$ cat src/rtl/spi_reg_bridge.sv
// rtl/spi_reg_bridge.sv - SPI mode-0 target that turns command/data bytes into register-write strobes
// Optional CIPO loopback echo of the previous byte is enabled by defining SPI_CIPO_EN.
module spi_reg_bridge #(
  parameter int SYNC_STAGES = 2
) (
  input  logic        clk,
  input  logic        reset_n,
  input  logic        spi_sck_i,
  input  logic        spi_copi_i,
  input  logic        spi_cs_i,
  output logic        reg_wr,
  output logic [3:0]  reg_addr,
  output logic [15:0] reg_data,
  output logic        frame_err
`ifdef SPI_CIPO_EN
  ,
  output logic        spi_cipo_o
`endif
);

  typedef enum logic [2:0] {
    IDLE,
    CMD,
    DATA_HI,
    DATA_LO,
    IGNORE
  } state_t;

  logic [SYNC_STAGES-1:0] sck_sync;
  logic [SYNC_STAGES-1:0] copi_sync;
  logic [SYNC_STAGES-1:0] cs_sync;
  logic                   sck_hist;
  logic                   cs_hist;

  always_ff @(posedge clk or negedge reset_n) begin
    if (!reset_n) begin
      sck_sync  <= '0;
      copi_sync <= '0;
      cs_sync   <= '1;
      sck_hist  <= 1'b0;
      cs_hist   <= 1'b1;
    end else begin
      sck_sync  <= {sck_sync[SYNC_STAGES-2:0], spi_sck_i};
      copi_sync <= {copi_sync[SYNC_STAGES-2:0], spi_copi_i};
      cs_sync   <= {cs_sync[SYNC_STAGES-2:0], spi_cs_i};
      sck_hist  <= sck_sync[SYNC_STAGES-1];
      cs_hist   <= cs_sync[SYNC_STAGES-1];
    end
  end

  logic       sck_s;
  logic       copi_s;
  logic       cs_s;
  logic       sck_rise;
  logic       cs_fall;
  logic       cs_rise;
  logic       bit_en;
  logic       byte_done;
  logic [7:0] byte_val;
  logic [2:0] bit_cnt;
  // Only the seven earlier bits need storing; the eighth is taken live from copi_s.
  logic [6:0] shift;

  assign sck_s     = sck_sync[SYNC_STAGES-1];
  assign copi_s    = copi_sync[SYNC_STAGES-1];
  assign cs_s      = cs_sync[SYNC_STAGES-1];
  assign sck_rise  = sck_s & ~sck_hist;
  assign cs_fall   = ~cs_s & cs_hist;
  assign cs_rise   = cs_s & ~cs_hist;
  assign bit_en    = sck_rise & ~cs_s;
  assign byte_done = bit_en & (bit_cnt == 3'd7);
  assign byte_val  = {shift, copi_s};

  always_ff @(posedge clk or negedge reset_n) begin
    if (!reset_n) begin
      bit_cnt <= 3'd0;
      shift   <= 7'd0;
    end else if (cs_fall) begin
      bit_cnt <= 3'd0;
    end else if (bit_en) begin
      bit_cnt <= bit_cnt + 3'd1;
      shift   <= byte_val[6:0];
    end
  end

  state_t      state, state_n;
  logic [3:0]  addr, addr_n;
  logic        inc, inc_n;
  logic [7:0]  hi, hi_n;
  logic        wr_n;
  logic        err_n;
  logic [3:0]  reg_addr_n;
  logic [15:0] reg_data_n;

  always_ff @(posedge clk or negedge reset_n) begin
    if (!reset_n) begin
      state     <= IDLE;
      addr      <= 4'd0;
      inc       <= 1'b0;
      hi        <= 8'd0;
      reg_wr    <= 1'b0;
      reg_addr  <= 4'd0;
      reg_data  <= 16'd0;
      frame_err <= 1'b0;
    end else begin
      state     <= state_n;
      addr      <= addr_n;
      inc       <= inc_n;
      hi        <= hi_n;
      reg_wr    <= wr_n;
      reg_addr  <= reg_addr_n;
      reg_data  <= reg_data_n;
      frame_err <= err_n;
    end
  end

  always_comb begin
    state_n    = state;
    addr_n     = addr;
    inc_n      = inc;
    hi_n       = hi;
    wr_n       = 1'b0;
    err_n      = 1'b0;
    reg_addr_n = reg_addr;
    reg_data_n = reg_data;
    // A deselect outranks any byte completing in the same cycle; that edge is gated off by cs_s anyway.
    if (cs_rise) begin
      state_n = IDLE;
      err_n   = (bit_cnt != 3'd0) || (state == DATA_LO);
    end else begin
      case (state)
        IDLE: begin
          if (cs_fall) state_n = CMD;
        end
        CMD: begin
          if (byte_done) begin
            if (byte_val[7]) begin
              state_n = DATA_HI;
              addr_n  = byte_val[3:0];
              inc_n   = byte_val[6];
            end else begin
              state_n = IGNORE;
            end
          end
        end
        DATA_HI: begin
          if (byte_done) begin
            hi_n    = byte_val;
            state_n = DATA_LO;
          end
        end
        DATA_LO: begin
          if (byte_done) begin
            wr_n       = 1'b1;
            reg_addr_n = addr;
            reg_data_n = {hi, byte_val};
            addr_n     = addr + {3'd0, inc};
            state_n    = DATA_HI;
          end
        end
        IGNORE: begin
          state_n = IGNORE;
        end
        default: begin
          state_n = IDLE;
        end
      endcase
    end
  end

`ifdef SPI_CIPO_EN
  logic       sck_fall;
  logic [7:0] lb_shift;
  logic [7:0] lb_pend;
  logic       lb_full;

  assign sck_fall = ~sck_s & sck_hist;

  // A completed byte waits in lb_pend until the next SCK fall so its MSB is stable before the host samples.
  always_ff @(posedge clk or negedge reset_n) begin
    if (!reset_n) begin
      lb_shift <= 8'd0;
      lb_pend  <= 8'd0;
      lb_full  <= 1'b0;
    end else if (cs_fall) begin
      lb_shift <= 8'd0;
      lb_full  <= 1'b0;
    end else begin
      if (byte_done) begin
        lb_pend <= byte_val;
        lb_full <= 1'b1;
      end
      if (sck_fall && !cs_s) begin
        if (lb_full) begin
          lb_shift <= lb_pend;
          lb_full  <= 1'b0;
        end else begin
          lb_shift <= {lb_shift[6:0], 1'b0};
        end
      end
    end
  end

  assign spi_cipo_o = lb_shift[7] & ~cs_s;
`endif

endmodule
$ cat config.mk
export PLATFORM = sky130hd
export DESIGN_NAME = spi_reg_bridge
export DESIGN_NICKNAME = d
export VERILOG_FILES = /design/src/rtl/spi_reg_bridge.sv
export SDC_FILE = /design/constraint.sdc
export NUM_CORES = 1
export LEC_CHECK = 0
export CAP_MARGIN = 20
export CELL_PAD_IN_SITES_DETAIL_PLACEMENT = 1
export CELL_PAD_IN_SITES_GLOBAL_PLACEMENT = 2
export CORE_MARGIN = 5
export CORE_UTILIZATION = 30
export CTS_CLUSTER_SIZE = 28
export DETAILED_ROUTE_END_ITERATION = 8
export HOLD_SLACK_MARGIN = 0.15
export PLACE_DENSITY_LB_ADDON = 0.1
export SLEW_MARGIN = 30
export SYNTH_ARGS = -nofsm -noshare
export SYNTH_HDL_FRONTEND = slang
export SYNTH_SLANG_ARGS = --single-unit
$ cat constraint.sdc
create_clock -name clk -period 4.95 [get_ports clk]
set_input_delay 0.99 -clock clk [delete_from_list [all_inputs] [get_ports clk]]
set_output_delay 0.99 -clock clk [all_outputs]
set_load 0.05 [all_outputs]
After elaboration in Yosys (flattened, before gate mapping)
Index checks and enable logic that the tools add are counted.
- bits in registers: 56
- bits of input ports: 5
- output and inout bits: 22
- word-level logic and storage cells: 67
- add/sub/neg operators: 2
- equal/unequal tests: 12
- multiplexer cells: 17
- bitwise operators: 10
- reductions and logical operators: 11
- operator list (cell ; count):
    3-bit two-way mux ; 8
    3-bit case mux with 5 select lines ; 1
    4-bit two-way mux ; 3
    3-bit inequality test (second input constant) ; 4
    4-bit case mux with 2 select lines ; 1
    4-bit AND reduction ; 2
    3-bit by 2-bit equality test with 1-bit output (second input constant) ; 2
    3-bit equality test (second input constant) ; 2
    2-bit inequality test (second input constant) ; 3
    3-bit AND reduction ; 2
    1-bit bitwise AND ; 5
    1-bit NOT ; 5
    5-bit AND reduction ; 1
    4-bit by 1-bit adder with 4-bit output ; 1
    1-bit two-way mux ; 4
    2-bit nonzero test ; 2
    3-bit by 1-bit adder with 3-bit output (second input constant) ; 1
    3-bit by 1-bit equality test with 1-bit output (second input constant) ; 1
    3-bit logical NOT ; 1
    3-bit nonzero test ; 1
    2-bit AND reduction ; 1
    1-bit logical OR ; 1

Longest topological paths before layout
- depth in word-level cells: 7
- depth in mapped cells: 7
- depth with buffers taken out: 6

Worst setup path after synthesis
OpenSTA, ideal clock, no wires.
- kind: register to register
- start: register bit_cnt[0]
- end: register reg_addr[1]
- library setup time: 0.125 ns
- arrival: 1.699 ns
- setup slack: 3.127 ns
- cell stages (with the launch flop): 8
- cells stage by stage: dfrtp_1 > ha_1 > ha_1 > and4bb_1 > and2_4 > nand3_4 > buf_6 > mux2_2
- word-level cells in the longest chain between the ends: 3
- RTL lines (item ; line ; source):
    start, declared ; 60 ; logic [2:0] bit_cnt;
    start signal, assigned ; 81 ; bit_cnt <= bit_cnt + 3'd1;
    3-bit equality test ; 71 ; assign byte_done = bit_en & (bit_cnt == 3'd7);
    1-bit bitwise AND ; 71 ;
    3-bit AND reduction (no line) ; -- ;
    end signal, assigned ; 111 ; reg_addr <= reg_addr_n;
    end, declared ; 12 ; output logic [3:0] reg_addr,
Every way passes these cells.
A chain may end at the register's enable or synchronous reset.

Worst setup path after layout
- start: register reg_data[4]
- end: output reg_data[4]
- RTL lines (item ; line ; source):
    start, declared ; 13 ; output logic [15:0] reg_data,
    start signal, assigned ; 112 ; reg_data <= reg_data_n;
No word-level cell between the ends.

==> key figures <==
Routing
  – Vias: ~1300
  – Drt wl/cell: between 10 and 15 µm
  – Post-Route WL: 4.06 mm
  – Post-DR vias/cell: ~4.6
  – Initial DRC count: 12
  – Detailed Routing Iterations Pass 1: 2
  – Remaining routing DRC violations: 0
  – Routed Antenna Nets: 0

Floorplanning
  – Initial Util: 30.9%
  – FP Rows: 31
  – Die Area: slightly above 0.009 mm²
  – Die X: 96.7 µm
  – Die height: 96.7 µm
  – Core ar.: ~0.0073 mm²
  – I/O Pins: 27

Global route
  – Vias in the first global route: 1484
  – Overflow after GRT: 0
  – First-pass GRT wire length: between 7 and 8 mm
  – Initial antenna violation count: 0
  – Gr usage total: under 10%
  – Largest net degree at the start of global routing: 57

Placement
  – Pre-CTS setup slack: 2790 ps
  – Gpl congestion: about 0.64
  – Port bufs: 26
  – Placed insts: around 280
  – Detail Placement HPWL: 2.88 mm

Clocking
  – Hold bufs inserted after CTS: 0
  – CTS tree: built
  – PostCTS Resize Cnt: 0
  – Clock-pin slew on the worst setup and hold paths: 100 ps
  – Post-CTS Setup Repair Bufs: 0
  – Insertion delay to the later sink of the worst-skew pair: 300 ps
  – Sinks on Clock Net: between 50 and 60
  – Clock Path Buffers: 2
  – CTS H-tree lvls: 2
  – TritonCTS buffer count: 5
  – CTS root buf: clkbuf_8

Worst setup path
  – Crit path largest cell delay: 810 ps
  – Reg2reg start: cs_sync[1]
  – Critical path class: reg2out
  – Cell at the slowest stage of the critical path: clkdlybuf4s50_1
  – Worst Path Max Fanout: 2
  – Crit path max-delay family: buffers and inverters
  – CP startpoint kind: flop
  – Worst path bufs/invs: 1
  – CP Cell Sequence: clkdlybuf4s50_1
  – CP Launch Point: reg_data[4]
  – CP Capture Type: output port
  – WP data required: around 4000 ps
  – Data arrival, critical path: roughly 1500 ps

Synth
  – Synthesized area: ~0.0023 mm²
  – Sequential area share after synthesis: ~62%
  – Yosys top cell area share: around 59%
  – Count leader, synth: dfrtp_1
  – Largest cells by area after synthesis: dfrtp_1 (59%), mux2_2 (18%), ha_1 (3.9%)
  – Flop and latch count out of synthesis: 56
  – Yosys top cell by area: dfrtp_1
  – Syn avg cell area: approximately 15 µm²
  – Synth Net Count: 166
  – Count of cell types in the netlist: 32
  – Post-synth EDFFs: 0
  – Mapped Cells: ~150
  – Top FF cell, synth: dfrtp_1
  – Synth async-reset ratio: 100%
  – Ys Warns: 0
  – Most frequent cells after synthesis: dfrtp_1 (53), mux2_2 (36), nor2_1 (9), ha_1 (7), inv_1 (7)

STA
  – Slew margin rel.: 52.2%
  – Final period util: about half
  – Final Max Slew Viols: 0
  – Slew of the pin with the lowest slew margin: slightly above 700 ps
  – FMAX: 0.406 GHz
  – Final Hold Fails: 0
  – Setup_tns: 0 ps
  – Final WS setup: 2490 ps
  – Worst Skew: between 9 and 10 ps
  – Final setup viols: 0
  – Minimum clock period: roughly 2500 ps
  – RSZ-0062 raised after global routing: false

Power and ir drop
  – Peak VDD IR: around 110 µV
  – P per Cell Area: a little over 300 mW/mm²
  – Leakage power total: ~0.0013 µW

Outcome
  – Run status: finished, final reports clean

Hold path
  – Hold Startpoint: sck_sync[0]
  – Hold WC Path Type: reg2reg

Flow run
  – Maxcap violations: 0

Layout
  – N_diodes: 0
  – Layout area overhead: 19.5%
  – Nets: 195
  – Final std cells w/o fill: about 280
  – Layout cells sized above 1: between 20 and 30%
==> cells in the final DEF, fill, tap and decap left out <==
cell type / instances
a211oi_1: 1
a21oi_1: 5
a31oi_1: 2
and2_4: 1
and3_1: 1
and3b_1: 1
and4b_1: 1
and4bb_1: 1
buf_2: 1
buf_4: 1
clkbuf_8: 6
clkdlybuf4s50_1: 25
clkinv_2: 2
dfrtp_1: 53
dfstp_2: 3
ha_1: 7
inv_1: 7
mux2_2: 36
mux2i_1: 3
nand2_1: 2
nand3_1: 1
nand3_4: 1
nand4b_2: 1
nor2_1: 9
nor2b_1: 2
nor3_1: 2
nor3b_1: 1
nor4_1: 1
o2111ai_1: 1
o21ai_0: 2
o22a_1: 2
o31a_1: 1
xnor2_1: 1
==> final cells by class <==
cell class | instances | area, µm²
clock buffers | 6 | 82.6
clock inverters | 2 | 10.0
fillers | 784 | 4600
flip-flops and latches | 56 | 1410
well taps | 99 | 124
inverters | 7 | 26.3
repair buffers | 27 | 263
multi-input cells | 86 | 783
==> registers in the layout, summed over array words and instances, names as in the netlist, 2 cells and up <==
register	count
addr	4
bit_cnt	3
copi_sync	2
cs_sync	2
hi	8
reg_addr	4
reg_data	16
sck_sync	2
shift	7
state	3
==> metal layers <==
layer | vias to the layer above | routed length, µm | part of all wire (%) | global-route usage, %
met1 | 680 | 1710 | 42 | 11.1
met4 | 0 | 57 | 1.4 | 2.92
met5 | - | 0 | 0 | 0
met2 | 18 | 2150 | 53 | 16.9
met3 | 6 | 137 | 3.4 | 2.95
li1 | 601 | - | - | -
==> metrics by stage <==
step	instance area (µm²)	total power (µW)	util, %	hold slack (ps)
2_1_floorplan	2250	561	-	331
3_5_place_dp	2600	597	35.7	338
4_1_cts	2690	859	36.9	361
6_report	2690	836	36.9	355
3_3_place_gp	2600	593	35.7	334
5_1_grt	2690	890	36.9	364
==> worst paths after layout <==
check	end	slack (ps)	depth (start not counted)
max in group asynchronous	shift[6]	3670	2
hold / removal	sck_sync[1]	350	0
hold reg to reg	sck_sync[1]	350	0
setup / recovery	reg_data[4]	2490	1
setup reg to reg	shift[6]	2780	3
min in group asynchronous	reg_wr	810	2
==> cells by family after synthesis <==
group,synth area share (%)
compound gates,4.00
xor+xnor,0.389
fa+ha+maj,3.89
buf+inv,2.89
flops,62.4
mux,19.3
simple gates,7.16
==> power by group <==
part	switching, µW	total [µW]	internal, µW
registers	34.6	521	487
logic	29.7	62.5	32.8
clock network	140	252	112
total	204	836	632
Power figures use the tool's default switching activity.
